**config.mk**
```make
export PLATFORM = sky130hd
export DESIGN_NAME = sw_pio_capture_flat
export DESIGN_NICKNAME = d
export VERILOG_FILES = /design/src/rtl/sw_pio_capture_pkg.sv /design/src/rtl/sw_pio_capture_if.sv /design/src/rtl/sw_pio_capture_debounce_bit.sv /design/src/rtl/sw_pio_capture.sv /design/src/flat_wrapper.sv
export SDC_FILE = /design/constraint.sdc
export NUM_CORES = 1
export LEC_CHECK = 0
export BUFFER_PORTS_ARGS = -buffer_cell sky130_fd_sc_hd__buf_2
export CORE_MARGIN = 2
export CORE_UTILIZATION = 38
export DETAILED_ROUTE_END_ITERATION = 10
export GPL_TIMING_DRIVEN = 0
export PLACE_DENSITY_LB_ADDON = 0.08
export SKIP_CTS_REPAIR_TIMING = 1
export SLEW_MARGIN = 10
export SYNTH_ARGS = -nofsm -noshare
export SYNTH_HDL_FRONTEND = slang
export SYNTH_SLANG_ARGS = --single-unit
```
**constraint.sdc**
```tcl
create_clock -name clk -period 3 [get_ports clk]
set_input_delay 0.3 -clock clk [delete_from_list [all_inputs] [get_ports clk]]
set_output_delay 0.3 -clock clk [all_outputs]
set_load 0.02 [all_outputs]
```
**src/rtl/sw_pio_capture_pkg.sv**
```systemverilog
// Shared field layout, FSM encoding and helpers for the switch/key status word.
// Layout of pp_in_axi is fixed here so RTL and software agree on one copy.
package sw_pio_pkg;

    localparam int NBITS    = 14;
    localparam int SW_LSB   = 0;
    localparam int SW_W     = 10;
    localparam int KEY_LSB  = 10;
    localparam int KEY_W    = 4;
    localparam int PEND_BIT = 14;
    localparam int OVF_BIT  = 15;
    localparam int CNT_LSB  = 16;
    localparam int IDX_LSB  = 24;
    localparam int IDX_W    = 5;

    typedef enum logic [1:0] {
        IDLE = 2'd0,
        PEND = 2'd1,
        OVF  = 2'd2
    } state_e;

    function automatic logic [IDX_W-1:0] lowest_set_idx(input logic [NBITS-1:0] v);
        logic [IDX_W-1:0] r;
        r = '0;
        for (int i = NBITS - 1; i >= 0; i--) begin
            if (v[i]) r = IDX_W'(i);
        end
        return r;
    endfunction

endpackage

```
**src/rtl/sw_pio_capture_if.sv**
```systemverilog
// Pin and PIO bundle between the board, the capture block and soc_system.
// The master side drives raw pins and the HPS output word.
interface sw_pio_capture_if;

    logic [9:0]  sw;
    logic [3:0]  key;
    logic [31:0] pp_out_axi;
    logic [31:0] pp_in_axi;

    modport master (
        output sw,
        output key,
        output pp_out_axi,
        input  pp_in_axi
    );

    modport slave (
        input  sw,
        input  key,
        input  pp_out_axi,
        output pp_in_axi
    );

endinterface

```
**src/rtl/sw_pio_capture_debounce_bit.sv**
```systemverilog
// One input bit: 2-FF synchroniser, stability counter and debounced register.
// INV flips the synchronised level so active-low keys report pressed as 1.
module debounce_bit #(
    parameter int DEBOUNCE_CYCLES = 1000000,
    parameter bit INV             = 1'b0
) (
    input  logic clk,
    input  logic reset,
    input  logic din,
    output logic db,
    output logic db_nxt
);

    localparam int CNT_W = $clog2(DEBOUNCE_CYCLES + 1);
    localparam logic [CNT_W-1:0] LAST = CNT_W'(DEBOUNCE_CYCLES - 1);

    logic [1:0]       sync_q, sync_d;
    logic [CNT_W-1:0] cnt_q, cnt_d;
    logic             db_q, db_d;
    logic             lvl;

    always_comb begin
        sync_d = {sync_q[0], din};
        lvl    = sync_q[1] ^ INV;
        cnt_d  = cnt_q;
        db_d   = db_q;
        if (lvl == db_q) begin
            cnt_d = '0;
        end else if (cnt_q == LAST) begin
            cnt_d = '0;
            db_d  = lvl;
        end else begin
            cnt_d = cnt_q + 1'b1;
        end
    end

    // Sync flops reset to the idle pin level so reset never looks like a change.
    always_ff @(posedge clk) begin
        if (reset) begin
            sync_q <= {2{INV}};
            cnt_q  <= '0;
            db_q   <= 1'b0;
        end else begin
            sync_q <= sync_d;
            cnt_q  <= cnt_d;
            db_q   <= db_d;
        end
    end

    assign db     = db_q;
    assign db_nxt = db_d;

endmodule

```
**src/rtl/sw_pio_capture.sv**
```systemverilog
// Debounced switch/key status word for the HPS with event count and toggle ack.
// Define SW_PIO_CAPTURE_MASK_EN to take a per-bit event mask from pp_out_axi[27:14].
module sw_pio_capture
    import sw_pio_pkg::*;
#(
    parameter int DEBOUNCE_CYCLES = 1000000,
    parameter int EVT_CNT_W       = 8
) (
    input logic               clk,
    input logic               reset,
    sw_pio_capture_if.slave   bus
);

    logic [NBITS-1:0]     raw;
    logic [NBITS-1:0]     db;
    logic [NBITS-1:0]     db_nxt;
    logic [NBITS-1:0]     en_mask;
    logic [NBITS-1:0]     mchg;
    logic                 evt;
    logic                 ack;
    logic                 unused_pp;

    state_e               state_q, state_d;
    logic [EVT_CNT_W-1:0] cnt_q, cnt_d;
    logic [IDX_W-1:0]     idx_q, idx_d;
    logic                 ack_q, ack_d;
    logic [31:0]          pp_q, pp_d;

    assign raw = {bus.key, bus.sw};

    for (genvar i = 0; i < NBITS; i++) begin : g_db
        debounce_bit #(
            .DEBOUNCE_CYCLES(DEBOUNCE_CYCLES),
            .INV            (i >= KEY_LSB)
        ) u_db (
            .clk   (clk),
            .reset (reset),
            .din   (raw[i]),
            .db    (db[i]),
            .db_nxt(db_nxt[i])
        );
    end

`ifdef SW_PIO_CAPTURE_MASK_EN
    logic [NBITS-1:0] en_mask_q;

    always_ff @(posedge clk) begin
        if (reset) en_mask_q <= '0;
        else       en_mask_q <= bus.pp_out_axi[27:14];
    end

    assign en_mask   = en_mask_q;
    assign unused_pp = ^{bus.pp_out_axi[31:28], bus.pp_out_axi[13:1]};
`else
    assign en_mask   = {NBITS{1'b1}};
    assign unused_pp = ^bus.pp_out_axi[31:1];
`endif

    always_comb begin
        mchg  = (db_nxt ^ db) & en_mask;
        evt   = |mchg;
        ack_d = bus.pp_out_axi[0];
        ack   = ack_d ^ ack_q;
        cnt_d = evt ? cnt_q + 1'b1 : cnt_q;
        idx_d = evt ? lowest_set_idx(mchg) : idx_q;
    end

    // An ack in the same cycle as an event retires the old one only.
    always_comb begin
        state_d = state_q;
        unique case (state_q)
            IDLE: if (evt) state_d = PEND;
            PEND: begin
                if (ack)      state_d = evt ? PEND : IDLE;
                else if (evt) state_d = OVF;
            end
            OVF:  if (ack)    state_d = evt ? PEND : IDLE;
            default:          state_d = IDLE;
        endcase
    end

    always_comb begin
        pp_d                      = '0;
        pp_d[SW_LSB +: SW_W]      = db[SW_W-1:0];
        pp_d[KEY_LSB +: KEY_W]    = db[NBITS-1:SW_W];
        pp_d[PEND_BIT]            = (state_q != IDLE);
        pp_d[OVF_BIT]             = (state_q == OVF);
        pp_d[CNT_LSB +: EVT_CNT_W] = cnt_q;
        pp_d[IDX_LSB +: IDX_W]    = idx_q;
    end

    always_ff @(posedge clk) begin
        if (reset) begin
            state_q <= IDLE;
            cnt_q   <= '0;
            idx_q   <= '0;
            ack_q   <= 1'b0;
            pp_q    <= '0;
        end else begin
            state_q <= state_d;
            cnt_q   <= cnt_d;
            idx_q   <= idx_d;
            ack_q   <= ack_d;
            pp_q    <= pp_d;
        end
    end

    assign bus.pp_in_axi = pp_q;

endmodule

```
**src/flat_wrapper.sv**
```systemverilog
// flat-port wrapper written by rule: the top's interface ports become plain ports
module sw_pio_capture_flat import sw_pio_pkg::*;
#(
    parameter int DEBOUNCE_CYCLES = 1000000,
    parameter int EVT_CNT_W       = 8
)
  (clk, reset, bus_sw, bus_key, bus_pp_out_axi, bus_pp_in_axi);
  sw_pio_capture_if bus_i ();
  input logic clk;
  input logic reset;
  input wire logic [$bits(bus_i.sw)-1:0] bus_sw;
  input wire logic [$bits(bus_i.key)-1:0] bus_key;
  input wire logic [$bits(bus_i.pp_out_axi)-1:0] bus_pp_out_axi;
  output wire logic [$bits(bus_i.pp_in_axi)-1:0] bus_pp_in_axi;
  assign bus_i.sw = bus_sw;
  assign bus_i.key = bus_key;
  assign bus_i.pp_out_axi = bus_pp_out_axi;
  assign bus_pp_in_axi = bus_i.pp_in_axi;
  sw_pio_capture #(.DEBOUNCE_CYCLES(DEBOUNCE_CYCLES), .EVT_CNT_W(EVT_CNT_W)) u_core (.clk(clk), .reset(reset), .bus(bus_i));
endmodule
```
==> flow_metrics.env, run 1 <==
export IMPL_yosys_area_share_adder=0.0129
export IMPL_rr_worst_depth=5
export IMPL_place_congestion=0.770
export IMPL_die_area_um2=41800
export IMPL_multi_input_area_um2=7740
export IMPL_ant_nets=0
export IMPL_arrival_ns=3.37
export IMPL_io_pins=80
export IMPL_synth_flop_cell="dfxtp_1"
export IMPL_synth_top_cells_by_area="dfxtp_1, nor2_1, xor2_1"
export IMPL_use_met2=0.265
export IMPL_slew_headroom=0.388
export IMPL_area_growth_synth_to_final_pct=16.4
export IMPL_synth_most_common_cell="dfxtp_1"
export IMPL_numCtsBuffers=43
export IMPL_maxSlewViolCount=0
export IMPL_min_from="bus_sw[8]"
export IMPL_regToRegSetupSlack_ns=0.06
export IMPL_final_instance_count_excl_fill=2368
export IMPL_fmax_mhz=340
export IMPL_synth_simple_gate_area_frac=0.308
export IMPL_power_density_nw_per_um2=579
export IMPL_viasPerCell=4.83
export IMPL_ys_warn_count=0
export IMPL_syn_cell_area_um2=15300
export IMPL_use_met3=0.0349
export IMPL_cts_buffer_depth=3
export IMPL_ys_top_cells_by_count="dfxtp_1, nor2_1, xor2_1, nand2_1, nand3_1"
export IMPL_busiest_layer="met2"
export IMPL_cp_max_fo=4
export IMPL_die_h_um=204
export IMPL_clk_pin_slew_worst_paths_ns=0.06
export IMPL_grt_total_usage=0.164
export IMPL_reg2reg_from="u_core.g_db[4].u_db.cnt_q[8]"
export IMPL_peakVddDrop_mv=0.321
export IMPL_violations="hold timing"
export IMPL_met1_usage=0.220
export IMPL_hold_depth=2
export IMPL_worst_slew_pin_transition_ns=0.910
export IMPL_drt_pass1_iter_count=4
export IMPL_setup_viol_count_final=0
export IMPL_synth_cell_types=60
export IMPL_worstHoldEndpoint="u_core.g_db[8].u_db.sync_q[0]"
export IMPL_start_kind="flop"
export IMPL_core_area_um2=39700
export IMPL_avgSynthCellArea_um2=8.92
export IMPL_criticalPathCategory="flop to flop"
export IMPL_cpLargestDelayFamily="simple AND/OR/NAND/NOR gates"
export IMPL_synth_cells=1712
export IMPL_n_fill_cell=3846
export IMPL_synthArstFlopShare=0
export IMPL_cp_num_buf_inv=0
export IMPL_grt_setup_unrepaired="false"
export IMPL_synth_seq_cells=365
export IMPL_cpMostUsedCell="or4b_2"
export IMPL_synth_top_area_share=0.479
export IMPL_finalHoldViolations=1
export IMPL_rows=73
export IMPL_dp_hpwl_um=23400
export IMPL_r2r_end="u_core.idx_q[1]"
export IMPL_required_ns=3.43
export IMPL_grt_max_degree=13
export IMPL_cp_end_kind="flop"
export IMPL_nets=1876
export IMPL_synth_xor_area_frac=0.145
export IMPL_drtIter0Drc=415
export IMPL_hold_slack_ns=-0.0231
export IMPL_start_util=0.384
export IMPL_muxShareOfSynthArea=0.0102
export IMPL_max_stage_delay_ns=0.77
export IMPL_drc=0
export IMPL_seq_area_frac_synth=0.479
export IMPL_clock_latency_ns=0.55
export IMPL_grt_pass1_wl_um=55400
export IMPL_regArea_um2=7310
export IMPL_die_x_um=204
export IMPL_cap_violations=0
export IMPL_portBuffers=43
export IMPL_avgRoutedWirePerCell_um=14.1
export IMPL_dp_cells=2283
export IMPL_hold_path_class="primary input to flop"
export IMPL_slowest_stage="nor4_1"
export IMPL_finClkSkew_ns=0.00861
export IMPL_cts_num_sinks=365
export IMPL_status="finished, violations left"
export IMPL_antenna_found_initial=0
export IMPL_yosys_area_top_type="dfxtp_1"
export IMPL_drt_total_wl_um=33300
export IMPL_drive_gt1_frac=0.0831
export IMPL_grt_pass1_vias=10900
export IMPL_period_minus_slack_ns=2.94
export IMPL_num_vias=11400
export IMPL_crit_path_cell_trace="or4b_2, or4b_2, nor4_1, o311a_1, o21ai_0"
export IMPL_overflow=0
export IMPL_synth_edf_count=0
export IMPL_p_leak_nw=6.06
export IMPL_post_route_period_util=0.979
export IMPL_synth_compound_area_share=0.0258
export IMPL_synth_top_family_by_area="simple AND/OR/NAND/NOR gates"
export IMPL_cts_root_buf="clkbuf_16"
export IMPL_tritoncts="yes"
export IMPL_h_tree_depth=2
-- per-stage QoR --
| step | setup WS [ns] | power [mW] | setup TNS [ns] | util | cell area [um2] |
|---|---|---|---|---|---|
| after global placement | -0.281 | 5.13 | -1.97 | 0.407 | 16200 |
| final | 0.0619 | 10.3 | 0 | 0.447 | 17800 |
| after detailed placement | -0.254 | 5.13 | -1.65 | 0.407 | 16200 |
| after CTS | -0.291 | 10.5 | -2.23 | 0.443 | 17600 |
| after global routing | 0.0134 | 10.7 | 0 | 0.447 | 17800 |
| after floorplan | 0.385 | 5.07 | 0 | - | 15300 |
-- cells by family (layout without fill, tap and decap cells) --
family / count (synthesis) / after routing
muxes: 14 / 14
AOI/OAI and AO/OA: 66 / 66
other: 1 / 5
and+or+nand+nor: 928 / 928
DFF: 365 / 365
buffers and inverters: 70 / 197
xor gates and xnor gates: 252 / 252
adders and majority gates: 16 / 16
-- registers in the layout (all words and copies together) (netlist names) --
register / flops
u_core.g_db.u_db.cnt_q: 280
u_core.bus.pp_in_axi: 28
u_core.g_db.u_db.sync_q: 28
u_core.g_db.u_db.db: 14
u_core.cnt_q: 8
u_core.idx_q: 4
u_core.state_q: 2
u_core.ack_q: 1
-- worst max-delay path by stage --
| stage | startpoint | end | slack (ns) | cells after the start |
|---|---|---|---|---|
| 6_report | u_core.g_db[4].u_db.cnt_q[8] | u_core.idx_q[1] | 0.06 | 5 |
| 5_1_grt | u_core.g_db[5].u_db.cnt_q[0] | u_core.cnt_q[2] | 0.01 | 10 |
| 4_1_cts | u_core.g_db[3].u_db.cnt_q[0] | u_core.cnt_q[6] | -0.29 | 10 |
| 3_5_place_dp | u_core.g_db[3].u_db.cnt_q[0] | u_core.cnt_q[6] | -0.25 | 10 |
| 3_3_place_gp | u_core.g_db[3].u_db.cnt_q[0] | u_core.cnt_q[6] | -0.28 | 10 |
| 2_1_floorplan | u_core.g_db[5].u_db.cnt_q[0] | u_core.cnt_q[2] | 0.38 | 11 |
-- where the power goes --
group / switching [mW] / internal, mW
Clock: 2.01 / 3.23
Sequential: 0.0134 / 4.87
Combinational: 0.0983 / 0.0489
Total: 2.12 / 8.16
-- final cells by class --
type | instances | share of cell area
Multi-Input combinational cell | 1280 | 0.436
Timing Repair Buffer | 54 | 0.0183
Antenna cell | 1 | 0.000141
Clock inverter | 8 | 0.00521
Buffer | 43 | 0.0113
Inverter | 26 | 0.00549
Sequential cell | 365 | 0.411
Tap cell | 525 | 0.0370
Clock buffer | 66 | 0.0757
-- layout by cell type (no fill, tap or decap), drive strengths merged, types with 18 or more instances in the layout --
cell,Yosys,final
a21oi,25,25
and2,18,18
and3,54,54
and4,24,24
buf,8,51
clkbuf,36,101
dfxtp,365,365
inv,26,26
nand2,123,123
nand3,123,123
nand4,40,40
nor2,346,346
nor2b,54,54
nor3,23,23
nor4,21,21
o21ai,21,21
or3,26,26
xnor2,105,105
xor2,147,147
-- metal layers --
layer / part of all wire / vias up
met4: 0.019 / 0
met3: 0.042 / 42
met1: 0.49 / 5298
li1: - / 5977
met2: 0.45 / 131
met5: 0 / -
(Power assumes the default switching activity.)
==> inputs of run 2 (changes only) <==
--- a/config.mk
+++ b/config.mk
@@ -5,10 +5,10 @@
 export SDC_FILE = /design/constraint.sdc
 export NUM_CORES = 1
 export LEC_CHECK = 0
-export BUFFER_PORTS_ARGS = -buffer_cell sky130_fd_sc_hd__buf_2
 export CORE_MARGIN = 2
 export CORE_UTILIZATION = 38
 export DETAILED_ROUTE_END_ITERATION = 10
+export DONT_BUFFER_PORTS = 1
 export GPL_TIMING_DRIVEN = 0
 export PLACE_DENSITY_LB_ADDON = 0.08
 export SKIP_CTS_REPAIR_TIMING = 1
==> run 2 against run 1 <==
The flow now finishes without violations. Clock skew rose by 0.0046 ns. Critical endpoint unchanged. Via count fell by 0.76%. Hold slack improved by 0.33 ns. Non-clock buffer count fell by 39. Maximum frequency rose by 1.9%. Combinational power fell by 5%. Highest routed layer unchanged. Routed wire length fell by 0.50%. Final cell count fell by 1.6%. Sequential power barely moved. Largest power group unchanged. Count of clock-buffer cells in the layout fell by 11. Sequential cell count did not move. Die area did not move.
==> flow_metrics.env, run 2 (synthesis results as in run 1) <==
export IMPL_multi_input_area_um2=7730
export IMPL_crit_path_cell_trace="or4b_2, or4b_2, nor4_1, o311a_1, o21ai_0"
export IMPL_cap_violations=0
export IMPL_worst_slack_ns=0.116
export IMPL_dp_hpwl_um=23400
export IMPL_cp_depth=5
export IMPL_wl_met1_um=16600
export IMPL_drive_gt1_frac=0.0642
export IMPL_num_vias=11400
export IMPL_peakVddDrop_mv=0.352
export IMPL_drt_pass1_iter_count=5
export IMPL_post_route_period_util=0.961
export IMPL_cpMostUsedCell="or4b_2"
export IMPL_tritoncts="yes"
export IMPL_grt_max_degree=14
export IMPL_drtIter0Drc=436
export IMPL_cts_root_buf="clkbuf_16"
export IMPL_wl_met2_um=14800
export IMPL_ant_nets=0
export IMPL_regArea_um2=7310
export IMPL_dp_slack_ns=-0.152
export IMPL_place_congestion=0.805
export IMPL_area_growth_synth_to_final_pct=16.2
export IMPL_io_pins=80
export IMPL_die_h_um=204
export IMPL_cp_startpoint="u_core.g_db[4].u_db.cnt_q[8]"
export IMPL_start_kind="flop"
export IMPL_finalHoldViolations=0
export IMPL_core_area_um2=39700
export IMPL_criticalPathCategory="flop to flop"
export IMPL_largest_reg_flops=280
export IMPL_rows=73
export IMPL_r2r_end="u_core.idx_q[1]"
export IMPL_maxSlewViolCount=0
export IMPL_slowest_stage="nor4_1"
export IMPL_final_common_cell="dfxtp_1"
export IMPL_cp_end_kind="flop"
export IMPL_grt_pass1_vias=10800
export IMPL_worst_slew_pin_transition_ns=0.894
export IMPL_largest_register="u_core.g_db.u_db.cnt_q"
export IMPL_clock_latency_ns=0.56
export IMPL_crit_end="u_core.idx_q[1]"
export IMPL_finClkSkew_ns=0.0133
export IMPL_drt_total_wl_um=33200
export IMPL_grt_pass1_wl_um=54700
export IMPL_start_util=0.384
export IMPL_overflow=0
export IMPL_die_area_um2=41800
export IMPL_hold_path_class="primary input to flop"
export IMPL_n_fill_cell=3939
export IMPL_viasPerCell=4.87
export IMPL_numCtsBuffers=42
export IMPL_arrival_ns=3.33
export IMPL_p_leak_nw=5.92
export IMPL_cp_max_fo=4
export IMPL_max_stage_delay_ns=0.74
export IMPL_met3_length_um=1130
export IMPL_finalPower_mw=10.9
export IMPL_grt_total_usage=0.161
export IMPL_final_cell_mix="dfxtp_1, nor2_1, xor2_1"
export IMPL_status="complete, no violations"
export IMPL_hold_slack_ns=0.306
export IMPL_required_ns=3.44
export IMPL_portBuffers=0
export IMPL_cts_buffer_depth=3
export IMPL_top_layer="met4"
export IMPL_final_instance_count_excl_fill=2331
export IMPL_antenna_cells=0
export IMPL_regToRegSetupSlack_ns=0.12
export IMPL_grt_setup_unrepaired="false"
export IMPL_nets=1836
export IMPL_cpLargestDelayFamily="simple AND/OR/NAND/NOR gates"
export IMPL_die_x_um=204
export IMPL_reg2reg_from="u_core.g_db[4].u_db.cnt_q[8]"
export IMPL_fmax_mhz=347
export IMPL_antenna_found_initial=0
export IMPL_clk_pin_slew_worst_paths_ns=0.06
export IMPL_power_density_nw_per_um2=612
export IMPL_drc=0
export IMPL_setup_viol_count_final=0
export IMPL_slew_headroom=0.398
export IMPL_dp_cells=2240
export IMPL_rr_worst_depth=5
export IMPL_cts_num_sinks=365
export IMPL_period_minus_slack_ns=2.88
export IMPL_cp_num_buf_inv=0
export IMPL_avgRoutedWirePerCell_um=14.2
export IMPL_h_tree_depth=2
[run 2: cell types whose count changed in the layout (fill, tap and decap cells not counted), sizes merged]
cell / before / now
inv: 26 / 27
clkinvlp: 1 / 0
bufinv: 2 / 11
diode: 1 / 0
clkbuf: 101 / 90
buf: 51 / 8
clkinv: 5 / 10
dlygate4sd3: 11 / 15
[run 2: final cells by class]
cell class              instances  area share
plain buffers                  43      0.0113
clock buffers                  55      0.0677
clock inverters                22      0.0221
inverters                      26     0.00550
multi-input cells            1280       0.436
flip-flops and latches        365       0.412
well taps                     525      0.0370
repair buffers                 15     0.00846
[run 2: worst register-to-register path, delay by kind of cell (launching register included)]
kind | cells | cell delay [ns]
AO/OA/AOI/OAI | 2 | 0.31
flip-flops | 1 | 0.35
AND/OR/NAND/NOR | 3 | 2.11
[run 2: worst min path at each step]
stage	slack, ns	cells past startpoint	endpoint	startpoint
finish	0.31	2	u_core.bus.pp_in_axi[21]	reset
global route	0.35	2	u_core.g_db[13].u_db.sync_q[0]	bus_key[3]
CTS	-0.19	1	u_core.g_db[12].u_db.sync_q[0]	bus_key[2]
global placement	0.40	1	u_core.g_db[12].u_db.sync_q[1]	u_core.g_db[12].u_db.sync_q[0]
floorplan	0.39	1	u_core.g_db[10].u_db.sync_q[1]	u_core.g_db[10].u_db.sync_q[0]
detailed placement	0.40	1	u_core.g_db[12].u_db.sync_q[1]	u_core.g_db[12].u_db.sync_q[0]
[run 2: power breakdown]
part / switching, mW / internal (mW) / total (mW) / leakage, nW
registers: 0.0131 / 4.87 / 4.88 / 2.95
logic: 0.0938 / 0.0457 / 0.139 / 2.19
clock network: 2.07 / 3.77 / 5.83 / 0.791
[run 2: metal layers]
metal | vias up | track usage
li1 | 5905 | -
met1 | 5292 | 0.219
met2 | 116 | 0.257
met3 | 48 | 0.0359
met4 | 0 | 0.0450
met5 | - | 0
[run 2: stage by stage]
stage	TNS, ns	util	cell area (um2)
final	0	0.446	17700
after global placement	-0.846	0.401	15900
after global routing	0	0.446	17700
after floorplan	0	-	15300
after CTS	-0.772	0.441	17500
after detailed placement	-0.510	0.401	15900
==> inputs of run 3 (changes only) <==
--- a/config.mk
+++ b/config.mk
@@ -5,7 +5,7 @@
 export SDC_FILE = /design/constraint.sdc
 export NUM_CORES = 1
 export LEC_CHECK = 0
-export CORE_MARGIN = 2
+export CORE_MARGIN = 1
 export CORE_UTILIZATION = 38
 export DETAILED_ROUTE_END_ITERATION = 10
 export DONT_BUFFER_PORTS = 1
==> constraint.sdc (replaced) <==
create_clock -name clk -period 3 [get_ports clk]
set_input_delay 0.3 -clock clk [delete_from_list [all_inputs] [get_ports clk]]
set_output_delay 0.3 -clock clk [all_outputs]
set_load 0.01 [all_outputs]
==> run 3 against run 2 <==
Maximum frequency shrank 1.7%. Hold slack better by 0.055 ns. Via count grew 0.74%. Sequential cell count stayed put. Sequential share of layout area increased by 0.19 points. Routed wire length is 0.82% higher. Highest routed layer unchanged. Global-route usage rose by 0.41 points. Largest power group unchanged.
==> flow_metrics.env, run 3 (synthesis results as in run 1) <==
export IMPL_status="complete, no violations"
export IMPL_overflow=0
export IMPL_combPwrFrac=0.013
export IMPL_grt_max_degree=14
export IMPL_place_congestion=0.795
export IMPL_portBuffers=0
export IMPL_period_minus_slack_ns=2.93
export IMPL_dp_cells=2240
export IMPL_maxSlewViolCount=0
export IMPL_drt_pass1_iter_count=7
export IMPL_slew_headroom=0.408
export IMPL_antenna_cells=0
export IMPL_cp_end_kind="flop"
export IMPL_final_instance_count_excl_fill=2331
export IMPL_place_area_um2=15900
export IMPL_antenna_found_initial=1
export IMPL_finalPower_mw=10.6
export IMPL_die_area_um2=41000
export IMPL_start_kind="flop"
export IMPL_cts_root_buf="clkbuf_16"
export IMPL_numCtsBuffers=42
export IMPL_drtIter0Drc=516
export IMPL_start_util=0.385
export IMPL_internal_power_mw=8.42
export IMPL_area_growth_synth_to_final_pct=15.6
export IMPL_p_sw_frac=0.204
export IMPL_num_vias=11400
export IMPL_peakVddDrop_mv=0.384
export IMPL_largest_reg_flops=280
export IMPL_clk_pin_slew_worst_paths_ns=0.06
export IMPL_dp_slack_ns=-0.276
export IMPL_h_tree_depth=2
export IMPL_clkPwrFrac=0.525
export IMPL_regArea_um2=7310
export IMPL_hold_slack_ns=0.362
export IMPL_cp_max_fo=3
export IMPL_worst_slack_ns=0.0668
export IMPL_post_route_period_util=0.978
export IMPL_p_sw_mw=2.16
export IMPL_worst_slew_pin_transition_ns=0.880
export IMPL_cts_num_sinks=365
export IMPL_final_common_cell="dfxtp_1"
export IMPL_finalHoldViolations=0
export IMPL_dp_hpwl_um=23100
export IMPL_criticalPathCategory="flop to flop"
export IMPL_cts_buffer_depth=3
export IMPL_io_pins=80
export IMPL_drc=0
export IMPL_clock_latency_ns=0.55
export IMPL_arrival_ns=3.38
export IMPL_setup_viol_count_final=0
export IMPL_final_setup_tns_ns=0
export IMPL_finClkSkew_ns=0.0181
export IMPL_die_x_um=202
export IMPL_nets=1836
export IMPL_viasPerCell=4.91
export IMPL_tritoncts="yes"
export IMPL_cap_violations=0
export IMPL_hold_path_class="primary input to flop"
export IMPL_grt_pass1_wl_um=55100
export IMPL_fmax_mhz=341
export IMPL_ant_nets=0
export IMPL_required_ns=3.45
export IMPL_pwr_share_seq=0.462
export IMPL_fin_area_um2=17700
export IMPL_final_cell_mix="dfxtp_1, nor2_1, xor2_1"
export IMPL_power_density_nw_per_um2=599
export IMPL_largest_register="u_core.g_db.u_db.cnt_q"
export IMPL_die_h_um=202
export IMPL_grt_pass1_vias=10800
export IMPL_grt_setup_unrepaired="false"
export IMPL_drive_gt1_frac=0.0620
export IMPL_drt_total_wl_um=33400
export IMPL_core_area_um2=39600
export IMPL_p_leak_nw=5.90
export IMPL_avgRoutedWirePerCell_um=14.3
export IMPL_n_fill_cell=3912
export IMPL_grt_total_usage=0.165
export IMPL_multi_input_area_um2=7730
export IMPL_fin_util=0.445
export IMPL_rows=73
## run 3: cell types whose count changed in the layout (fill, tap and decap cells not counted), sizes merged
| cell | previous run | this run |
|---|---|---|
| clkinvlp | 0 | 2 |
| clkinv | 10 | 7 |
| bufinv | 11 | 7 |
| clkbuf | 90 | 95 |
## run 3: worst paths after layout
check	start	endpoint	slack (ns)	depth (start not counted)
hold reg to reg	u_core.g_db[12].u_db.sync_q[0]	u_core.g_db[12].u_db.sync_q[1]	0.40	1
setup reg to reg	u_core.g_db[10].u_db.cnt_q[7]	u_core.idx_q[2]	0.07	6
setup / recovery	u_core.g_db[10].u_db.cnt_q[7]	u_core.idx_q[2]	0.07	6
hold / removal	reset	u_core.bus.pp_in_axi[23]	0.36	2
## run 3: layout make-up
class,instances,share of cell area
Multi-Input combinational cell,1280,0.438
Timing Repair Buffer,15,0.00850
Sequential cell,365,0.414
Buffer,43,0.0113
Tap cell,525,0.0372
Clock inverter,17,0.0152
Clock buffer,60,0.0708
Inverter,26,0.00553
## run 3: critical path, cell delays in order, from the launching register on
cell	delay [ns]
dfxtp_1	0.33
or4b_2	0.71
or4_1	0.44
o32ai_1	0.61
nor3b_1	0.13
or4_1	0.43
a21o_1	0.18
## run 3: power by group through the flow
stage / sequential (mW) / clock, mW / combinational [mW]
after floorplan: 4.99 / 0 / 0.0813
after global placement: 4.99 / 0 / 0.126
after detailed placement: 4.99 / 0 / 0.126
after CTS: 4.88 / 5.74 / 0.126
after global routing: 4.88 / 5.95 / 0.156
final: 4.89 / 5.55 / 0.138
## run 3: per-layer routing
metal,part of all wire,routed length [um],track usage
met1,0.48,16100,0.223
met2,0.45,14900,0.263
met3,0.054,1810,0.0380
met4,0.017,564,0.0475
met5,0,0,0
